--- src/rtl/add_acc_pipe_if.sv ---
// Stream bundle for add_acc_pipe: input beat handshake (a, b, mode, last) and result handshake.
interface add_acc_pipe_if #(
    parameter int WIDTH    = 4,
    parameter int ACC_BITS = 4,
    parameter int CNT_W    = 4
);
    localparam int SW = WIDTH + ACC_BITS;

    logic             in_valid;
    logic             in_ready;
    logic [WIDTH-1:0] a;
    logic [WIDTH-1:0] b;
    logic             mode;
    logic             last;
    logic             out_valid;
    logic             out_ready;
    logic [SW-1:0]    sum;
    logic [CNT_W-1:0] out_cnt;
    logic             out_ovf;

    modport master (
        output in_valid, a, b, mode, last, out_ready,
        input  in_ready, out_valid, sum, out_cnt, out_ovf
    );

    modport slave (
        input  in_valid, a, b, mode, last, out_ready,
        output in_ready, out_valid, sum, out_cnt, out_ovf
    );
endinterface

--- src/rtl/add_acc_pipe.sv ---
// Registered adder / packet accumulator with valid/ready on both sides.
// Define ADD_ACC_SAT_EN to clamp results at 2^SW-1 on carry instead of wrapping.
//
// state | meaning
// IDLE  | no accumulate packet open
// ACCUM | packet open, acc_q holds the partial sum
module add_acc_pipe #(
    parameter int WIDTH    = 4,
    parameter int ACC_BITS = 4,
    parameter int CNT_W    = 4
) (
    input  logic          clk,
    input  logic          rst,
    add_acc_pipe_if.slave bus
);
    localparam int SW = WIDTH + ACC_BITS;

    typedef enum logic {
        IDLE  = 1'b0,
        ACCUM = 1'b1
    } state_t;

    state_t           state_q, state_d;
    logic [SW-1:0]    acc_q, acc_d;
    logic [CNT_W-1:0] acc_cnt_q, acc_cnt_d;
    logic             acc_ovf_q, acc_ovf_d;
    logic             out_valid_q, out_valid_d;
    logic [SW-1:0]    sum_q, sum_d;
    logic [CNT_W-1:0] out_cnt_q, out_cnt_d;
    logic             out_ovf_q, out_ovf_d;

    logic             in_ready_w;
    logic             accept;
    logic             in_pkt;
    logic [SW:0]      ab_ext;
    logic [SW:0]      step_full;
    logic             step_carry;
    logic [SW-1:0]    step_val;
    logic [CNT_W-1:0] step_cnt;
    logic             step_ovf;

    assign in_ready_w = !out_valid_q || bus.out_ready;
    assign accept     = bus.in_valid && in_ready_w;

    // Only an accumulate beat inside an open packet builds on the stored partial sum.
    assign in_pkt     = bus.mode && (state_q == ACCUM);
    assign ab_ext     = (SW+1)'(bus.a) + (SW+1)'(bus.b);
    assign step_full  = (in_pkt ? {1'b0, acc_q} : '0) + ab_ext;
    assign step_carry = step_full[SW];

`ifdef ADD_ACC_SAT_EN
    assign step_val = step_carry ? {SW{1'b1}} : step_full[SW-1:0];
`else
    assign step_val = step_full[SW-1:0];
`endif

    assign step_cnt = !in_pkt               ? CNT_W'(1)  :
                      (acc_cnt_q == '1)     ? acc_cnt_q  :
                                              acc_cnt_q + CNT_W'(1);
    assign step_ovf = (in_pkt && acc_ovf_q) || step_carry;

    always_comb begin
        state_d     = state_q;
        acc_d       = acc_q;
        acc_cnt_d   = acc_cnt_q;
        acc_ovf_d   = acc_ovf_q;
        out_valid_d = out_valid_q;
        sum_d       = sum_q;
        out_cnt_d   = out_cnt_q;
        out_ovf_d   = out_ovf_q;

        if (out_valid_q && bus.out_ready) begin
            out_valid_d = 1'b0;
        end

        if (accept) begin
            if (!bus.mode) begin
                out_valid_d = 1'b1;
                sum_d       = step_val;
                out_cnt_d   = CNT_W'(1);
                out_ovf_d   = step_ovf;
            end else if (bus.last) begin
                out_valid_d = 1'b1;
                sum_d       = step_val;
                out_cnt_d   = step_cnt;
                out_ovf_d   = step_ovf;
                acc_d       = '0;
                acc_cnt_d   = '0;
                acc_ovf_d   = 1'b0;
                state_d     = IDLE;
            end else begin
                acc_d       = step_val;
                acc_cnt_d   = step_cnt;
                acc_ovf_d   = step_ovf;
                state_d     = ACCUM;
            end
        end
    end

    always_ff @(posedge clk or posedge rst) begin
        if (rst) begin
            state_q     <= IDLE;
            acc_q       <= '0;
            acc_cnt_q   <= '0;
            acc_ovf_q   <= 1'b0;
            out_valid_q <= 1'b0;
            sum_q       <= '0;
            out_cnt_q   <= '0;
            out_ovf_q   <= 1'b0;
        end else begin
            state_q     <= state_d;
            acc_q       <= acc_d;
            acc_cnt_q   <= acc_cnt_d;
            acc_ovf_q   <= acc_ovf_d;
            out_valid_q <= out_valid_d;
            sum_q       <= sum_d;
            out_cnt_q   <= out_cnt_d;
            out_ovf_q   <= out_ovf_d;
        end
    end

    assign bus.in_ready  = in_ready_w;
    assign bus.out_valid = out_valid_q;
    assign bus.sum       = sum_q;
    assign bus.out_cnt   = out_cnt_q;
    assign bus.out_ovf   = out_ovf_q;
endmodule

--- src/flat_wrapper.sv ---
// flat-port wrapper written by rule: the top's interface ports become plain ports
module add_acc_pipe_flat 
#(
    parameter int WIDTH    = 4,
    parameter int ACC_BITS = 4,
    parameter int CNT_W    = 4
)
  (clk, rst, bus_in_valid, bus_a, bus_b, bus_mode, bus_last, bus_out_ready, bus_in_ready, bus_out_valid, bus_sum, bus_out_cnt, bus_out_ovf);
  add_acc_pipe_if #(.WIDTH(WIDTH), .ACC_BITS(ACC_BITS), .CNT_W(CNT_W)) bus_i ();
  input  logic clk;
  input  logic rst;
  input wire logic [$bits(bus_i.in_valid)-1:0] bus_in_valid;
  input wire logic [$bits(bus_i.a)-1:0] bus_a;
  input wire logic [$bits(bus_i.b)-1:0] bus_b;
  input wire logic [$bits(bus_i.mode)-1:0] bus_mode;
  input wire logic [$bits(bus_i.last)-1:0] bus_last;
  input wire logic [$bits(bus_i.out_ready)-1:0] bus_out_ready;
  output wire logic [$bits(bus_i.in_ready)-1:0] bus_in_ready;
  output wire logic [$bits(bus_i.out_valid)-1:0] bus_out_valid;
  output wire logic [$bits(bus_i.sum)-1:0] bus_sum;
  output wire logic [$bits(bus_i.out_cnt)-1:0] bus_out_cnt;
  output wire logic [$bits(bus_i.out_ovf)-1:0] bus_out_ovf;
  assign bus_i.in_valid = bus_in_valid;
  assign bus_i.a = bus_a;
  assign bus_i.b = bus_b;
  assign bus_i.mode = bus_mode;
  assign bus_i.last = bus_last;
  assign bus_i.out_ready = bus_out_ready;
  assign bus_in_ready = bus_i.in_ready;
  assign bus_out_valid = bus_i.out_valid;
  assign bus_sum = bus_i.sum;
  assign bus_out_cnt = bus_i.out_cnt;
  assign bus_out_ovf = bus_i.out_ovf;
  add_acc_pipe #(.WIDTH(WIDTH), .ACC_BITS(ACC_BITS), .CNT_W(CNT_W)) u_core (.clk(clk), .rst(rst), .bus(bus_i));
endmodule
--- config.mk ---
export PLATFORM = sky130hd
export DESIGN_NAME = add_acc_pipe_flat
export DESIGN_NICKNAME = d
export VERILOG_FILES = /design/src/rtl/add_acc_pipe_if.sv /design/src/rtl/add_acc_pipe.sv /design/src/flat_wrapper.sv
export SDC_FILE = /design/constraint.sdc
export NUM_CORES = 1
export LEC_CHECK = 0
export CAP_MARGIN = 15
export CORE_ASPECT_RATIO = 1.5
export CORE_MARGIN = 2
export CORE_UTILIZATION = 52
export DETAILED_ROUTE_END_ITERATION = 12
export PLACE_DENSITY = 0.79
export SYNTH_ARGS = -nofsm -noshare
export SYNTH_HDL_FRONTEND = slang
export SYNTH_SLANG_ARGS = --single-unit
--- constraint.sdc ---
create_clock -name clk -period 2.75 [get_ports clk]
set_input_delay 0.275 -clock clk [delete_from_list [all_inputs] [get_ports clk]]
set_output_delay 0.275 -clock clk [all_outputs]
set_load 0.1 [all_outputs]
==> Word-level counts from Yosys, hierarchy flattened <==
Cells that the tools add are included.
{ "totals": {"wordCells": 39, "out_inout_bits": 15, "inputBits": 14, "regBits": 28} }
{ "classes": {"muxes": 17, "n_reduce_logical": 9, "add_sub_neg": 3, "n_eq_ne": 2} }
{ "op_table": {"columns": ["operator", "count"], "rows": [
  ["8-bit 2-to-1 mux", 4],
  ["4-bit 2-to-1 mux", 5],
  ["9-bit adder", 1],
  ["1-bit 2-to-1 mux", 8],
  ["4-bit by 4-bit adder with 5-bit output", 1],
  ["4-bit by 1-bit adder with 4-bit output, second input constant", 1],
  ["4-bit equality test, second input constant", 1],
  ["1-bit logical AND", 4],
  ["2-bit AND reduction", 2],
  ["1-bit logical OR", 2],
  ["2-bit by 1-bit != test with 1-bit output, second input constant", 1],
  ["1-bit zero test", 1]
]} }

==> Logic depth before layout (Yosys ltp) <==
Gate-level depths: netlist (run 1).
{ "depth": {"depth_word": 6, "ltp_mapped": 12, "ltp_nobuf": 12} }

==> Worst setup path before layout (run 1) <==
OpenSTA, ideal clock, no wires.
{ "synth_path": {"path_type": "input-to-reg", "from": "input port bus_b[0]", "to": "register u_core.sum_q[6], in the netlist u_core.bus.sum[6]", "setup_ns": 0.095, "cell_stages": 10, "required_ns": 2.655, "t_arrival_ns": 2.148, "path_slack_ns": 0.507, "path_buffers": 0, "cell_sequence": "ha_1 inv_1 fa_1 xnor2_1 ha_1 nor2b_1 o31a_1 o21ai_1 xor2_1 o31ai_1"} }
{ "synth_between": {"elab_chain_len": 4} }
{ "synth_lines": {"columns": ["element", "line_no", "rtl"], "rows": [
  ["from (decl)", "flat_wrapper.sv:14", "input wire logic [$bits(bus_i.b)-1:0] bus_b;"],
  ["4-bit by 4-bit adder with 5-bit output *", "add_acc_pipe.sv:47", "assign ab_ext = (SW+1)'(bus.a) + (SW+1)'(bus.b);"],
  ["9-bit adder *", "add_acc_pipe.sv:48", "assign step_full = (in_pkt ? {1'b0, acc_q} : '0) + ab_ext;"],
  ["8-bit 2-to-1 mux", "add_acc_pipe.sv:82", "end else if (bus.last) begin"],
  ["8-bit 2-to-1 mux *", "add_acc_pipe.sv:77", "if (!bus.mode) begin"],
  ["to (signal assigned)", "add_acc_pipe.sv:116", "sum_q <= sum_d;"],
  ["to (decl)", "add_acc_pipe.sv:28", "logic [SW-1:0] sum_q, sum_d;"]
]} }
Every way passes the cells marked *; elsewhere a longest branch is shown, timed or not. The select of a mux whose other input is x is not followed.
A chain may end at the register's enable or synchronous reset.

==> Final worst setup path (run 1) <==
{ "layout_path": {"from": "input port bus_b[0]", "to": "register u_core.sum_q[5], in the netlist u_core.bus.sum[5]"} }
The elaborated chain is that of the path after synthesis.

==> results of run 1 <==
==> what timing repair did <==
item,CTS,global route
gates resized for setup,0,1
hold endpoints to repair,0,0
endpoints found under the setup margin,0,2
==> flip-flops by register name, summed over array words and instances (netlist names) <==
signal	cells
u_core.acc_q	8
u_core.bus.sum	8
u_core.acc_cnt_q	4
u_core.bus.out_cnt	4
u_core.acc_ovf_q	1
u_core.bus.out_ovf	1
u_core.bus.out_valid	1
u_core.state_q	1
==> cells in the mapped netlist (all sizes together), types with 2 or more instances <==
cell type	instances	area (sq um)
a21oi	12	60.1
a22o	3	26.3
a32o	2	20.0
and3	8	50.1
buf	5	33.8
dfrtp	28	701
fa	2	40.0
ha	10	125
inv	12	45.0
mux2	3	33.8
nand2	22	85.1
nand2b	3	18.8
nand3	5	25.0
nor2	5	21.3
nor2b	2	12.5
o211ai	2	15.0
o21ai	21	105
o31ai	3	22.5
xnor2	4	35.0
xor2	4	35.0
==> layer usage <==
metal,up-vias,track usage (%),routed length (um)
met5,-,0,0
met4,0,10.8,97
met3,8,1.65,100
met2,31,42.8,1960
met1,655,23.9,1340
li1,670,-,-
==> worst max-delay path: stages <==
cell and delay (ns):
clkdlybuf4s50_1 0.46, ha_1 0.16, inv_1 0.05, fa_1 0.53, inv_1 0.06, ha_1 0.26, a21oi_1 0.29, o2111ai_2 0.20
buf_4 0.19, xor2_1 0.15, o21ai_0 0.15
==> cells by family (layout without fill, tap and decap cells) <==
| logic type | Yosys count | count (layout) | share of synthesized area (%) |
|---|---|---|---|
| buffers and inverters | 18 | 51 | 5.09 |
| and+or+nand+nor | 51 | 51 | 16.3 |
| adders and majority gates | 12 | 12 | 10.2 |
| AOI/OAI and AO/OA | 49 | 49 | 18.2 |
| muxes | 4 | 4 | 2.70 |
| xor gates and xnor gates | 8 | 8 | 4.32 |
| DFF | 28 | 28 | 43.2 |
==> final cells by class <==
cell class              instances  area (sq um)  share of cell area, %
clock buffers                   3          41.3                   2.08
well taps                      39          48.8                   2.46
multi-input cells             124           845                   42.6
repair buffers                 36           303                   15.3
inverters                      12          45.0                   2.27
flip-flops and latches         28           701                   35.3
==> per-stage QoR <==
stage          setup TNS, ns  hold WS, ns  power (uW)  worst slack, ns  instance area, sq um
4_1_cts                    0        0.367        1250            0.147                  1980
2_1_floorplan              0        0.340         904            0.507                  1620
3_3_place_gp          -0.124        0.458        1020          -0.0401                  1940
6_report                   0        0.355        1250            0.177                  1980
5_1_grt                    0        0.423        1310          0.00978                  1980
3_5_place_dp          -0.638        0.473        1040           -0.118                  1940
==> how the worst max path moves through the flow <==
| stage | from | to | slack [ns] | cells after the start |
|---|---|---|---|---|
| floorplan | bus_b[0] | u_core.bus.sum[6] | 0.51 | 10 |
| global placement | bus_b[0] | u_core.bus.sum[6] | -0.04 | 11 |
| detailed placement | bus_b[0] | u_core.bus.sum[6] | -0.12 | 11 |
| CTS | bus_b[0] | u_core.bus.sum[5] | 0.15 | 11 |
| global route | bus_a[0] | u_core.bus.sum[5] | 0.01 | 11 |
| finish | bus_b[0] | u_core.bus.sum[5] | 0.18 | 11 |
==> power groups by stage <==
stage               clock network, uW  logic, uW  registers [uW]
floorplan                           0        164             740
global placement                    0        521             503
detailed placement                  0        532             507
CTS                               222        533             498
global route                      237        564             504
finish                            220        528             498
==> flow_metrics.tcl, run 1 <==
set metrics [dict create \
    status "finished clean" \
    ys_seq_area_share_pct 43.2 \
    finalCritPeriodShare_pct 93.6 \
    area_growth_pct 22.3 \
    synthCells 170 \
    rsz0062_at_grt "false" \
    max_freq_ghz 0.389 \
    clockPowerShare_pct 17.7 \
    grt_max_degree 29 \
    drt_iter0_markers 47 \
    nFillCells 253 \
    stdcell_count 242 \
    cp.required_ns 2.94 \
    swShare_pct 43.0 \
    regToRegEndpoint "u_core.acc_q[6]" \
    syn_area_sq_um 1620 \
    maxSlewViolCount 0 \
    skew_ns 0.00337 \
    yosysWarnings 0 \
    ys_seq_elements 28 \
    cts_num_sinks 28 \
    drive_gt1_share_pct 16.3 \
    cts.path.max_buffers 2 \
    wirelength_mm 3.50 \
    powerDensity_nw_per_um2 628 \
    dieArea_sq_um 3590 \
    portBuffers 28 \
    grt_antenna_before_repair 0 \
    nNetsFinal 231 \
    grt_overflow 0 \
    start_util_pct 55.1 \
    combPwrFrac_pct 42.4 \
    io_pins 29 \
    final_core_util_pct 67.4 \
    row_count 24 \
    max_slew_margin_pct 65.2 \
    end_kind "flop" \
    r2r_slack_ns 0.49 \
    arrival_ns 2.77 \
    seq_power_share_pct 40.0 \
    cts-buffers-inserted 3 \
    n_antenna_cell 0 \
    period_needed_ns 2.57 \
    die_w_um 49.6 \
    viasPerCell 5.64 \
    hold_viol 0 \
    gp_congestion 0.926 \
    clkTransAtPathRegs_ns 0.09 \
    post-dp-hpwl_mm 2.80 \
    cts_root_buf "clkbuf_8" \
    synth_edf_count 0 \
    fp.dieH_um 72.4 \
    drtPass1Iterations 4 \
    crit_fanout 3 \
    wire_per_inst_um 14.4 \
    synth-async-reset-ratio_pct 100 \
    num_vias 1364 \
    peakVddDrop_mv 0.446 \
    place_inst 239 \
    setup-violations-final 0 \
    synth_cell_types 39 \
    syn_avg_cell_area_sq_um 9.54 \
    hold_class "in2async" \
    p_leak_uw 0.000945 \
    reg2regPathDepth 9 \
    final_common_cell "dfrtp_1" \
    grt_usage_pct 22.2 \
    max-cap-violations 0 \
    ys.flop_type "dfrtp_1" \
    grt_pass1_vias 1444 \
    p_sw_uw 536 \
    post_cts_buffers 0 \
    drc_errors 0 \
    synth_fp_nets 196 \
    path_class "in2reg" \
    final_cell_mix "28 x dfrtp_1, 23 x buf_4, 21 x nand2_1" \
    holdBufCountCts 0 \
    r2r-start "u_core.state_q" \
    grt_pass1_wl_mm 6.29 \
    intPower_uw 710 \
    cts_tree "done" \
    ant_nets 0 \
    core_area_sq_um 2940 \
    clock_latency_ns 0.27 \
    start_kind "primary input" \
    htree_levels 1 \
    tightest_slew_ns 0.521 \
]
(Power assumes the default switching activity.)
==> run 2: changes to the inputs <==
--- a/config.mk
+++ b/config.mk
@@ -5,11 +5,13 @@
 export SDC_FILE = /design/constraint.sdc
 export NUM_CORES = 1
 export LEC_CHECK = 0
+export ABC_CLOCK_PERIOD_IN_PS = 2400
 export CAP_MARGIN = 15
 export CORE_ASPECT_RATIO = 1.5
 export CORE_MARGIN = 2
 export CORE_UTILIZATION = 52
 export DETAILED_ROUTE_END_ITERATION = 12
+export MAX_ROUTING_LAYER = met4
 export PLACE_DENSITY = 0.79
 export SYNTH_ARGS = -nofsm -noshare
 export SYNTH_HDL_FRONTEND = slang
==> constraint.sdc (replaced) <==
create_clock -name clk -period 2.4 [get_ports clk]
set_input_delay 0.24 -clock clk [delete_from_list [all_inputs] [get_ports clk]]
set_output_delay 0.24 -clock clk [all_outputs]
set_load 0.1 [all_outputs]
==> run 2 against run 1 <==
  * Count of clock-buffer cells in the layout increased by 1
  * Sequential share of layout area down 2.4 points
  * Die area stayed put
  * Via count is 6.7% higher
  * Global-route usage rose by 2.0 points
  * Worst hold slack worse by 0.031 ns
  * Flip-flop and latch count stayed put
  * Critical endpoint is now u_core.bus.out_ovf
  * Total power rose by 22%
  * Cell count increased by 4.1%
  * Core utilization rose by 5.1 points
==> flow_metrics.tcl, run 2 (synthesis gave the netlist of run 1 again) <==
set metrics [dict create \
    drc_errors 0 \
    grt_antenna_before_repair 0 \
    drt_iter0_markers 66 \
    critPathBufInv 3 \
    final_common_cell "buf_4" \
    num_vias 1455 \
    portBuffers 28 \
    path_class "in2reg" \
    crit_fanout 3 \
    setup-violations-final 0 \
    clkTransAtPathRegs_ns 0.10 \
    skew_ns 0.00590 \
    combPwrFrac_pct 43.5 \
    grt_pass1_vias 1523 \
    seq_area_sq_um 702 \
    p_leak_uw 0.00101 \
    post-dp-hpwl_mm 2.91 \
    stdcell_count 252 \
    swShare_pct 42.0 \
    ant_nets 0 \
    htree_levels 1 \
    cts_tree "done" \
    r2r_slack_ns 0.14 \
    cts_num_sinks 28 \
    cp_top_family "buffers and inverters" \
    hold_viol 0 \
    intPower_uw 882 \
    reg2regPathDepth 9 \
    nNetsFinal 240 \
    grt_overflow 0 \
    dieArea_sq_um 3590 \
    r2r-start "u_core.state_q" \
    core_area_sq_um 2940 \
    slowest_stage "clkdlybuf4s50_1" \
    nFillCells 226 \
    end_kind "flop" \
    row_count 24 \
    peakVddDrop_mv 0.457 \
    cts.path.max_buffers 2 \
    drtPass1Iterations 4 \
    hold_class "in2async" \
    viasPerCell 5.77 \
    clockPowerShare_pct 18.9 \
    start_util_pct 55.1 \
    io_pins 29 \
    cp_cell_sequence "clkdlybuf4s50_1 > ha_4 > buf_4 > xnor2_2 > ha_1 > nor2b_4 > o31a_1 > buf_4 > o211ai_1 > a21oi_1" \
    clock_latency_ns 0.27 \
    grt_usage_pct 24.2 \
    holdBufCountCts 0 \
    powerDensity_nw_per_um2 713 \
    grt_max_degree 29 \
    seq_power_share_pct 37.6 \
    p_sw_uw 638 \
    wirelength_mm 3.99 \
    max_freq_ghz 0.421 \
    cts_root_buf "clkbuf_8" \
    max_stage_delay_ns 0.51 \
    final_core_util_pct 72.4 \
    maxSlewViolCount 0 \
    crit_start "bus_a[2]" \
    finalCritPeriodShare_pct 98.9 \
    max-cap-violations 0 \
    grt_pass1_wl_mm 6.63 \
    start_kind "primary input" \
    wire_per_inst_um 15.8 \
    pre_cts_ws_ns -0.471 \
    drive_gt1_share_pct 25.8 \
    period_needed_ns 2.37 \
    regToRegEndpoint "u_core.bus.out_ovf" \
    area_growth_pct 31.5 \
    final_cell_mix "31 x buf_4, 27 x dfrtp_1, 21 x nand2_1" \
    status "finished clean" \
    hold-worst-slack_ns 0.324 \
    die_w_um 49.6 \
    multi_input_area_sq_um 903 \
    gp_congestion 0.903 \
    setup_ws_ns 0.0260 \
    max_slew_margin_pct 68.1 \
    cp.required_ns 2.55 \
    fp.dieH_um 72.4 \
    place_inst 246 \
    n_antenna_cell 0 \
    cts-buffers-inserted 3 \
    path_common_cell "buf_4" \
    tightest_slew_ns 0.477 \
    arrival_ns 2.52 \
]
[run 2: tightest hold or removal path: cells and delay by family]
family                 cells  cell delay (ns)
buffers and inverters      3             0.78
[run 2: worst max-delay path by stage]
stage               cells past startpoint  slack, ns                 end
global route                           11      -0.01   u_core.bus.sum[5]
detailed placement                     11      -0.47   u_core.bus.sum[6]
floorplan                              10       0.19   u_core.bus.sum[6]
global placement                       11      -0.36   u_core.bus.sum[5]
CTS                                    10       0.02  u_core.bus.out_ovf
finish                                 10       0.03  u_core.bus.out_ovf
[run 2: final cells by class]
| class | count | area share (%) |
|---|---|---|
| inverters | 12 | 2.11 |
| repair buffers | 45 | 17.7 |
| well taps | 39 | 2.29 |
| multi-input cells | 124 | 42.4 |
| clock buffers | 4 | 2.58 |
| flip-flops and latches | 28 | 32.9 |
[run 2: repair_timing]
| item | 4_1_cts | 5_1_grt |
|---|---|---|
| setup buffers | 2 | 0 |
| gates resized for setup | 12 | 8 |
| pin swaps | 7 | 6 |
| endpoints found under the setup margin | 10 | 9 |
[run 2: layer usage]
layer	up-vias	part of all wire, %	wire, um	track usage, %
met4	0	3.8	153	11.4
met2	48	56	2230	45.5
met5	-	0	0	-
li1	684	-	-	-
met1	708	36	1460	24.7
met3	15	3.8	151	2.26
[run 2: stage by stage]
stage                     power (uW)  instance area (sq um)  setup TNS, ns
after floorplan                 1040                   1620              0
after global placement          1190                   2000          -3.53
after detailed placement        1210                   2000          -4.56
after CTS                       1510                   2090              0
after global routing            1580                   2130        -0.0132
final                           1520                   2130              0
[run 2: power groups by stage]
stage / clock network (uW) / logic, uW / registers, uW
after floorplan: 0 / 188 / 848
after global placement: 0 / 615 / 576
after detailed placement: 0 / 631 / 581
after CTS: 291 / 649 / 570
after global routing: 310 / 696 / 579
final: 287 / 661 / 572
==> run 3: changes to the inputs <==
--- a/config.mk
+++ b/config.mk
@@ -13,6 +13,7 @@
 export DETAILED_ROUTE_END_ITERATION = 12
 export MAX_ROUTING_LAYER = met4
 export PLACE_DENSITY = 0.79
+export REMOVE_ABC_BUFFERS = 1
 export SYNTH_ARGS = -nofsm -noshare
 export SYNTH_HDL_FRONTEND = slang
 export SYNTH_SLANG_ARGS = --single-unit
==> run 3 against run 2 <==
  * First-iteration DRC count decreased by 39%
  * Final area decreased by 1.1%
  * Sequential power about the same
  * Worst hold slack improved by 0.0084 ns
  * Die area unchanged
  * Critical path type unchanged
  * Highest routed layer unchanged
==> flow_metrics.tcl, run 3 (synthesis gave the netlist of run 1 again) <==
set metrics [dict create \
    clock_latency_ns 0.26 \
    hold_viol 0 \
    htree_levels 1 \
    gp_congestion 0.987 \
    status "finished clean" \
    postPlaceCellArea_sq_um 1990 \
    area_growth_pct 30.1 \
    portBuffers 28 \
    drc_errors 0 \
    cts_root_buf "clkbuf_8" \
    wirelength_mm 3.69 \
    io_pins 29 \
    cp_cell_sequence "clkdlybuf4s50_1 > ha_1 > buf_4 > xnor2_2 > ha_1 > nor2b_4 > o31a_1 > o21ai_2 > xor2_1 > o31ai_1" \
    drive_gt1_share_pct 24.1 \
    slowest_stage "clkdlybuf4s50_1" \
    p_leak_uw 0.00101 \
    peakVddDrop_mv 0.535 \
    path_class "in2reg" \
    pre_cts_ws_ns -0.506 \
    cts-buffers-inserted 3 \
    final_common_cell "buf_4" \
    r2r_slack_ns 0.14 \
    maxSlewViolCount 0 \
    period_needed_ns 2.37 \
    clkTransAtPathRegs_ns 0.09 \
    use_met1_pct 23.8 \
    setup_ws_ns 0.0335 \
    drt_iter0_markers 40 \
    power_uw 1470 \
    hold_class "in2async" \
    cp_top_family "compound AO/OA/AOI/OAI gates" \
    powerDensity_nw_per_um2 696 \
    grt_antenna_before_repair 0 \
    grt_overflow 0 \
    end_kind "flop" \
    skew_ns 0.00269 \
    ant_nets 0 \
    post-dp-hpwl_mm 2.78 \
    arrival_ns 2.54 \
    max-cap-violations 0 \
    fin_area_sq_um 2110 \
    drtPass1Iterations 4 \
    cts_num_sinks 28 \
    crit_fanout 3 \
    grt_pass1_wl_mm 6.38 \
    die_w_um 49.6 \
    use_met3_pct 1.65 \
    num_vias 1431 \
    grt_pass1_vias 1548 \
    dieArea_sq_um 3590 \
    core_area_sq_um 2940 \
    nNetsFinal 240 \
    setup-violations-final 0 \
    start_kind "primary input" \
    grt_max_degree 29 \
    cts_tree "done" \
    max_slew_margin_pct 69.7 \
    use_met2_pct 41.3 \
    cts.path.max_buffers 2 \
    path_common_cell "ha_1" \
    grt-busiest-layer "met2" \
    grt_usage_pct 23.2 \
    cp.required_ns 2.57 \
    n_antenna_cell 0 \
    max_freq_ghz 0.423 \
    finalCritPeriodShare_pct 98.6 \
    tightest_slew_ns 0.454 \
    fp.dieH_um 72.4 \
    row_count 24 \
    viasPerCell 5.70 \
    final_cell_mix "31 x buf_4, 28 x dfrtp_1, 21 x nand2_1" \
    critPathBufInv 2 \
    wire_per_inst_um 14.7 \
    start_util_pct 55.1 \
    max_stage_delay_ns 0.42 \
]
==> run 3: path summary, 6_finish.rpt <==
| path | from | end | cells after the start |
|---|---|---|---|
| worst min-delay path | rst | u_core.bus.out_cnt[1] | 3 |
| max in group asynchronous | rst | u_core.acc_q[6] | 3 |
| worst max register to register | u_core.state_q | u_core.acc_q[6] | 9 |
| worst max-delay path | bus_b[2] | u_core.bus.sum[6] | 10 |
| worst min register to register | u_core.acc_q[2] | u_core.acc_q[2] | 2 |
| min in group clk | u_core.acc_q[2] | u_core.acc_q[2] | 2 |
==> run 3: cell type report <==
cell class              instances  area [sq um]
flip-flops and latches         28           701
multi-input cells             124           896
repair buffers                 45           378
clock buffers                   3          41.3
fillers                       244           833
inverters                      12          45.0
well taps                      39          48.8
==> run 3: what timing repair did <==
item                                    4_1_cts  5_1_grt
endpoints found under the setup margin        9        6
hold buffers                                  0        0
pin swaps                                     9        5
buffers inserted                              2        2
resized for setup                            14        3
==> run 3: per-layer routing <==
layer / wire, um / part of all wire, % / vias up
li1: - / - / 684
met1: 1460 / 40 / 699
met2: 2020 / 55 / 36
met3: 85 / 2.3 / 12
met4: 127 / 3.4 / 0
met5: 0 / 0 / -
==> run 3: stage by stage <==
stage                     utilization, %  hold WS (ns)  setup TNS [ns]  cells
after CTS                           70.4         0.344               0    249
after global routing                71.7         0.390         -0.0324    251
final                               71.7         0.333               0    251
after detailed placement            67.5         0.467           -4.50    244
after global placement              67.5         0.462           -3.43    244
after floorplan                        -         0.305          -11.86    164
==> run 3: tightest hold or removal path: cells and delay by family <==
family	cells	cell delay [ns]
buffers and inverters	3	0.78
==> run 3: where the power goes <==
| part | switching (uW) | internal, uW | total [uW] | leakage [uW] |
|---|---|---|---|---|
| logic | 453 | 200 | 653 | 0.000618 |
| registers | 37.3 | 532 | 569 | 0.000367 |
| clock network | 133 | 112 | 245 | 0.0000216 |
| total | 623 | 845 | 1470 | 0.00101 |
